## config.mk

```make
export PLATFORM = sky130hd
export DESIGN_NAME = mem_writeback_flat
export DESIGN_NICKNAME = d
export VERILOG_FILES = /design/src/rtl/pa_pkg.sv /design/src/rtl/mem_writeback_if.sv /design/src/rtl/load_align.sv /design/src/rtl/mem_writeback.sv /design/src/flat_wrapper.sv
export SDC_FILE = /design/constraint.sdc
export NUM_CORES = 1
export LEC_CHECK = 0
export CAP_MARGIN = 25
export CORE_UTILIZATION = 44
export DETAILED_ROUTE_END_ITERATION = 8
export GPL_TIMING_DRIVEN = 0
export MAX_ROUTING_LAYER = met4
export PLACE_DENSITY = 0.92
export SYNTH_ARGS = -nofsm -noshare
export SYNTH_HDL_FRONTEND = slang
export SYNTH_HIERARCHICAL = 1
export SYNTH_SLANG_ARGS = --single-unit
```

## constraint.sdc

```tcl
create_clock -name clk -period 1.9 [get_ports clk]
set_input_delay 0.285 -clock clk [delete_from_list [all_inputs] [get_ports clk]]
set_output_delay 0.285 -clock clk [all_outputs]
set_load 0.01 [all_outputs]
```

## src/rtl/pa_pkg.sv

```systemverilog
// pa_pkg: shared constants and types for the PA memory/write-back stage.
//   DATA_W, REG_ADDR_W : datapath and register-index widths
//   LANES              : byte lanes per data word
//   mem_state_t        : FSM states of mem_writeback (IDLE, WAIT)
//   LANE0..LANE3       : byte-lane selectors (addr[1:0]); little-endian, lane 0 = bits [7:0]
package pa_pkg;
   localparam int DATA_W     = 32;
   localparam int REG_ADDR_W = 5;
   localparam int LANES      = DATA_W / 8;

   typedef enum logic {IDLE = 1'b0, WAIT = 1'b1} mem_state_t;

   localparam logic [1:0] LANE0 = 2'd0;
   localparam logic [1:0] LANE1 = 2'd1;
   localparam logic [1:0] LANE2 = 2'd2;
   localparam logic [1:0] LANE3 = 2'd3;
endpackage

```

## src/rtl/mem_writeback_if.sv

```systemverilog
// mem_writeback_if: single-outstanding request/ready bus between the
// memory/write-back stage (master) and the cache/MMU (slave).
//   mem_req   : request valid          mem_we    : store
//   mem_byte  : byte access            mem_addr  : access address
//   mem_wdata : store data             mem_ready : access complete (rdata valid same cycle)
//   mem_rdata : load data
interface mem_writeback_if;
   import pa_pkg::*;

   logic              mem_req;
   logic              mem_we;
   logic              mem_byte;
   logic [DATA_W-1:0] mem_addr;
   logic [DATA_W-1:0] mem_wdata;
   logic              mem_ready;
   logic [DATA_W-1:0] mem_rdata;

   modport master (output mem_req, mem_we, mem_byte, mem_addr, mem_wdata,
                   input  mem_ready, mem_rdata);
   modport slave  (input  mem_req, mem_we, mem_byte, mem_addr, mem_wdata,
                   output mem_ready, mem_rdata);
endinterface

```

## src/rtl/load_align.sv

```systemverilog
// load_align: combinational load-data alignment.
//   rdata    : raw word from the cache
//   addr     : low address bits, select the byte lane for byte loads
//   byte_sel : 1 = byte load, 0 = word load (rdata passed through)
//   data     : aligned, extended result
// Macro LOAD_SIGN_EXTEND_EN: byte loads sign-extend from bit 7; otherwise zero-extend.
module load_align
   import pa_pkg::*;
(
   input  logic [DATA_W-1:0] rdata,
   input  logic [1:0]        addr,
   input  logic              byte_sel,
   output logic [DATA_W-1:0] data
);
   logic [LANES-1:0][7:0] lanes;
   logic [7:0]            lane;
   logic [DATA_W-1:0]     ext;

   assign lanes = rdata;

   always_comb begin
      lane = lanes[LANE0];
      case (addr)
         LANE1:   lane = lanes[LANE1];
         LANE2:   lane = lanes[LANE2];
         LANE3:   lane = lanes[LANE3];
         default: lane = lanes[LANE0];
      endcase
   end

`ifdef LOAD_SIGN_EXTEND_EN
   assign ext = {{(DATA_W-8){lane[7]}}, lane};
`else
   assign ext = {{(DATA_W-8){1'b0}}, lane};
`endif

   assign data = byte_sel ? ext : rdata;
endmodule

```

## src/rtl/mem_writeback.sv

```systemverilog
// mem_writeback: memory-access and write-back stage of the PA pipeline.
// Accepts the EX/MEM bundle, runs one outstanding cache/MMU access at a time
// and emits a registered one-cycle write-back pulse to Decode.
//   clk, reset      : clock, asynchronous active-low reset
//   ex_*            : EX/MEM bundle (valid, ALU result/address, store data,
//                     destination, read/write/byte flags, register-write flag)
//   stall_out       : hold EX/MEM and earlier stages
//   mem             : request/ready bus to the cache (master side)
//   addr_d_out, d_out, write_out : write-back bundle to Decode
// Macro LOAD_SIGN_EXTEND_EN (in load_align): sign-extend byte loads.
module mem_writeback
   import pa_pkg::*;
(
   input  logic                  clk,
   input  logic                  reset,
   input  logic                  ex_valid,
   input  logic [DATA_W-1:0]     ex_alu_result,
   input  logic [DATA_W-1:0]     ex_store_data,
   input  logic [REG_ADDR_W-1:0] ex_addr_d,
   input  logic                  ex_read_mmu,
   input  logic                  ex_write_mmu,
   input  logic                  ex_byte_select_mmu,
   input  logic                  ex_write_out,
   output logic                  stall_out,
   mem_writeback_if.master       mem,
   output logic [REG_ADDR_W-1:0] addr_d_out,
   output logic [DATA_W-1:0]     d_out,
   output logic                  write_out
);
   mem_state_t            state, state_nx;
   logic [DATA_W-1:0]     cap_addr, cap_wdata, load_data;
   logic [REG_ADDR_W-1:0] cap_rd;
   logic                  cap_we, cap_byte, cap_wr;
   logic                  is_mem, accept_mem;

   assign is_mem     = ex_read_mmu | ex_write_mmu;
   assign accept_mem = (state == IDLE) && ex_valid && is_mem;

   always_ff @(posedge clk or negedge reset) begin
      if (!reset) state <= IDLE;
      else        state <= state_nx;
   end

   always_comb begin
      state_nx = state;
      case (state)
         IDLE:    if (accept_mem) state_nx = WAIT;
         WAIT:    if (mem.mem_ready) state_nx = IDLE;
         default: state_nx = IDLE;
      endcase
   end

   // Capture registers; store data is lane-replicated up front for byte stores.
   // A set write flag makes the access a store even if read is also set.
   always_ff @(posedge clk or negedge reset) begin
      if (!reset) begin
         cap_addr  <= '0;
         cap_wdata <= '0;
         cap_rd    <= '0;
         cap_we    <= 1'b0;
         cap_byte  <= 1'b0;
         cap_wr    <= 1'b0;
      end else if (accept_mem) begin
         cap_addr  <= ex_alu_result;
         cap_wdata <= ex_byte_select_mmu ? {LANES{ex_store_data[7:0]}} : ex_store_data;
         cap_rd    <= ex_addr_d;
         cap_we    <= ex_write_mmu;
         cap_byte  <= ex_byte_select_mmu;
         cap_wr    <= ex_write_out;
      end
   end

   load_align u_align (
      .rdata    (mem.mem_rdata),
      .addr     (cap_addr[1:0]),
      .byte_sel (cap_byte),
      .data     (load_data)
   );

   // Write-back bundle: write_out defaults low so it only ever pulses.
   always_ff @(posedge clk or negedge reset) begin
      if (!reset) begin
         write_out  <= 1'b0;
         d_out      <= '0;
         addr_d_out <= '0;
      end else begin
         write_out <= 1'b0;
         if (state == IDLE) begin
            if (ex_valid && !is_mem) begin
               write_out  <= ex_write_out;
               d_out      <= ex_alu_result;
               addr_d_out <= ex_addr_d;
            end
         end else if (mem.mem_ready && !cap_we) begin
            write_out  <= cap_wr;
            d_out      <= load_data;
            addr_d_out <= cap_rd;
         end
      end
   end

   assign mem.mem_req   = (state == WAIT);
   assign mem.mem_we    = cap_we;
   assign mem.mem_byte  = cap_byte;
   assign mem.mem_addr  = cap_addr;
   assign mem.mem_wdata = cap_wdata;
   assign stall_out     = (state == WAIT) && !mem.mem_ready;
endmodule

```

## src/flat_wrapper.sv

```systemverilog
// flat-port wrapper written by rule: the top's interface ports become plain ports
module mem_writeback_flat import pa_pkg::*;
  (clk, reset, ex_valid, ex_alu_result, ex_store_data, ex_addr_d, ex_read_mmu, ex_write_mmu, ex_byte_select_mmu, ex_write_out, stall_out, addr_d_out, d_out, write_out, mem_mem_req, mem_mem_we, mem_mem_byte, mem_mem_addr, mem_mem_wdata, mem_mem_ready, mem_mem_rdata);
  mem_writeback_if mem_i ();
  input  logic clk;
  input  logic reset;
  input  logic ex_valid;
  input  logic [DATA_W-1:0] ex_alu_result;
  input  logic [DATA_W-1:0] ex_store_data;
  input  logic [REG_ADDR_W-1:0] ex_addr_d;
  input  logic ex_read_mmu;
  input  logic ex_write_mmu;
  input  logic ex_byte_select_mmu;
  input  logic ex_write_out;
  output logic stall_out;
  output logic [REG_ADDR_W-1:0] addr_d_out;
  output logic [DATA_W-1:0] d_out;
  output logic write_out;
  output wire logic [$bits(mem_i.mem_req)-1:0] mem_mem_req;
  output wire logic [$bits(mem_i.mem_we)-1:0] mem_mem_we;
  output wire logic [$bits(mem_i.mem_byte)-1:0] mem_mem_byte;
  output wire logic [$bits(mem_i.mem_addr)-1:0] mem_mem_addr;
  output wire logic [$bits(mem_i.mem_wdata)-1:0] mem_mem_wdata;
  input wire logic [$bits(mem_i.mem_ready)-1:0] mem_mem_ready;
  input wire logic [$bits(mem_i.mem_rdata)-1:0] mem_mem_rdata;
  assign mem_mem_req = mem_i.mem_req;
  assign mem_mem_we = mem_i.mem_we;
  assign mem_mem_byte = mem_i.mem_byte;
  assign mem_mem_addr = mem_i.mem_addr;
  assign mem_mem_wdata = mem_i.mem_wdata;
  assign mem_i.mem_ready = mem_mem_ready;
  assign mem_i.mem_rdata = mem_mem_rdata;
  mem_writeback u_core (.clk(clk), .reset(reset), .ex_valid(ex_valid), .ex_alu_result(ex_alu_result), .ex_store_data(ex_store_data), .ex_addr_d(ex_addr_d), .ex_read_mmu(ex_read_mmu), .ex_write_mmu(ex_write_mmu), .ex_byte_select_mmu(ex_byte_select_mmu), .ex_write_out(ex_write_out), .stall_out(stall_out), .mem(mem_i), .addr_d_out(addr_d_out), .d_out(d_out), .write_out(write_out));
endmodule
```

==> out/results.ini <==
[clock_tree]
path_clk_slew_ps=70
cts_buffers=9
cts_sinks=111
cts_tree=done
cts-root-buf=clkbuf_16
htreeDepth=3
clk_latency_ps=360
clockBufferDepth=2

[final_layout]
nFillCells=856
layout.nets=745
drive_gt1_share_pct=11.5
num_antenna_cells=0
syn_to_final_growth_pct=52.2
multiInputGateArea_sq_um=2390
layout.cells.non_filler=788
ff_latch_area_sq_um=2780

[flow_run]
drv_cap=0

[floorplanning]
pin_count=215
die_y_um=113
die-area_sq_um=12700
die_w_um=113
initial_utilization_pct=45.1
fp-row-count=40
fp.coreArea_sq_um=12000

[worst_setup_path]
critPathKind=reg -> reg
reg2reg_depth=6
critPathTopFamily=multiplexers
critical-path-max-stage-delay_ps=370
crit_fanout=10
critPathLaunchType=flip-flop
end_kind=flip-flop
cpMostUsedCell=mux2_1
cp_num_cells=6
path_cells=buf_6, mux2i_1, o22ai_1, a21o_1, mux2_1, mux2_1
critPathRequiredTime_ps=2140
critPathArrivalTime_ps=2180
crit_buf_inv=1
cp_slowest_cell=dfrtp_1

[power_and_ir_drop]
power_mw=9.90
p_switching_mw=2.85
p_clk_share_pct=23.4
switching_share_pct=28.8
max-vdd-ir-drop_uv=878
p_comb_share_pct=40.3
cellLeakagePower_nw=3.57
internal_power_mw=7.05
p_per_area_nw_per_um2=1210
p_seq_share_pct=36.3

[logic_synthesis]
yosys.area.top_type_share_pct=51.5
ys.flop_type=dfrtp_1
synth_most_common_cell=mux2_1
netlist_area_sq_um=5400
synth_common_cells=mux2_1 (115), dfrtp_1 (111), mux2_4 (30), nor2b_1 (29)
synth_edf_count=0
yosysTopAreaCell=dfrtp_1
synth_area_leaders=dfrtp_1 (51%), mux2_1 (24%), mux2_4 (8.3%), nor2b_1 (3.4%), o21ai_0 (2.2%)
syn_nets=516
syn_avg_cell_area_sq_um=13.3
syn_inst=407
ys_ff_latch=111
synth_cell_types=25
ys_warn_count=6
async_reset_ff_share_pct=100
yosysSeqAreaShare_pct=51.5

[timing]
rsz0062_at_grt=yes
fin_ws_ps=-41.4
drv_slew=0
hold_slack_ps=485
fin_crit_ps=1940
finalSetupViolCount=2
fmax_mhz=515
final.setup.tns_ps=-48.4
fin_crit_sh_pct=102
hold_violations=0
worstMarginPinSlew_ps=717
max_slew_margin_pct=52.2
fin_skew_ps=6.57

[outcome]
run_status=finished with violations
violations=setup timing

[routing]
wl_per_cell_um=19.8
drt-pass1-iter-count=6
drc=0
drt-initial-drc-count=162
routed_wl_um=15600
ant_nets=0
vias_per_cell=5.22
num_vias=4113

[global_routing]
grt_pass1_vias=4524
grt_max_degree=58
grtUsageTotal_pct=26.4
grt_pass1_wl_um=24100
grt-ovfl-total=0
antenna_found_initial=0

[placement]
io_buffers=214
hpwl_um=12100
gp_congestion=0.840
dp_slack_ps=-250
placed_cells=769

[min_path]
hold_path_class=reg -> reg
hold_depth=1

-- registers in the layout, summed over array words and instances, names as in the netlist --
name / cells
u_core/mem.mem_addr: 32
u_core/mem.mem_byte: 1
u_core/mem.mem_we: 1
u_core/write_out: 1
u_core/mem.mem_req: 1
u_core/cap_rd: 5
u_core/addr_d_out: 5
u_core/cap_wr: 1
u_core/d_out: 32
u_core/mem.mem_wdata: 32
-- per-stage QoR --
step / cell area, sq um / util (%)
floorplan: 5400 / -
global placement: 7720 / 64.6
detailed placement: 7750 / 64.8
CTS: 8170 / 68.3
global route: 8220 / 68.7
finish: 8220 / 68.7
-- path summary, 6_finish.rpt --
kind                                          from                       to  slack [ps]
min                        u_core/mem.mem_addr[24]  u_core/mem.mem_addr[24]         480
min in group asynchronous                    reset  u_core/mem.mem_addr[15]         520
min reg2reg                u_core/mem.mem_addr[24]  u_core/mem.mem_addr[24]         480
max in group asynchronous                    reset       u_core/mem.mem_req         620
max reg2reg                 u_core/mem.mem_addr[0]          u_core/d_out[2]         -40
max                         u_core/mem.mem_addr[0]          u_core/d_out[2]         -40
-- cells in the final DEF, fill, tap and decap left out --
cell | netlist | layout
mux2_4 | 30 | 30
nor2b_4 | 0 | 1
mux2_1 | 115 | 115
dlygate4sd3_1 | 0 | 1
o22ai_1 | 6 | 6
mux2i_2 | 0 | 1
nand2_1 | 17 | 17
dfrtp_2 | 0 | 1
clkbuf_8 | 0 | 1
buf_4 | 8 | 4
inv_1 | 24 | 24
a22o_1 | 2 | 2
nand2b_1 | 1 | 1
clkbuf_1 | 5 | 5
a21o_1 | 6 | 6
nand2b_2 | 1 | 1
buf_16 | 0 | 1
dfrtp_1 | 111 | 110
clkdlybuf4s50_1 | 0 | 212
or2_1 | 1 | 1
clkbuf_2 | 0 | 2
o21ai_2 | 1 | 1
buf_6 | 5 | 15
nor2_1 | 1 | 1
nand3_1 | 2 | 2
buf_1 | 2 | 1
o21ai_0 | 24 | 24
mux2i_1 | 8 | 6
o2bb2ai_1 | 2 | 2
clkbuf_16 | 0 | 9
a21oi_1 | 2 | 2
nor2b_2 | 1 | 1
nor2b_1 | 29 | 28
clkinv_4 | 0 | 1
mux2i_4 | 0 | 1
bufinv_16 | 0 | 4
dlygate4sd2_1 | 0 | 1
-- cell type report --
cell class	count	share of cell area, %
Multi-Input combinational cell	249	29.2
Tap cell	147	2.24
Buffer	23	2.50
Clock inverter	5	1.57
Timing Repair Buffer	218	26.7
Sequential cell	111	33.8
Clock buffer	11	2.95
Inverter	24	1.10
-- power groups by stage --
stage,Combinational [mW],Sequential (mW),Clock [mW]
floorplan,1.37,3.92,0
global placement,3.81,3.58,0
detailed placement,3.92,3.64,0
CTS,4.00,3.61,2.36
global route,4.19,3.69,2.46
finish,3.99,3.60,2.32
-- cell families after synthesis --
logic type,after synthesis,synth area share (%)
buffers and inverters,47,4.59
AOI/OAI and AO/OA,43,4.75
and+or+nand+nor,53,5.36
DFF,111,51.5
muxes,153,33.8
-- metal layers --
| metal | GRT usage [%] | vias to the layer above | part of all wire [%] |
|---|---|---|---|
| met5 | - | - | 0 |
| li1 | - | 1865 | - |
| met3 | 4.71 | 39 | 4.8 |
| met2 | 43.5 | 159 | 51 |
| met1 | 31.3 | 2050 | 41 |
| met4 | 13.4 | 0 | 3.4 |
-- repair_timing --
action | 4_1_cts | 5_1_grt
hold buffers | 1 | 0
buffers inserted | 2 | 0
resized for setup | 9 | 14
hold endpoints to repair | 9 | 0
setup endpoints to repair | 6 | 62
(Power assumes the default switching activity.)
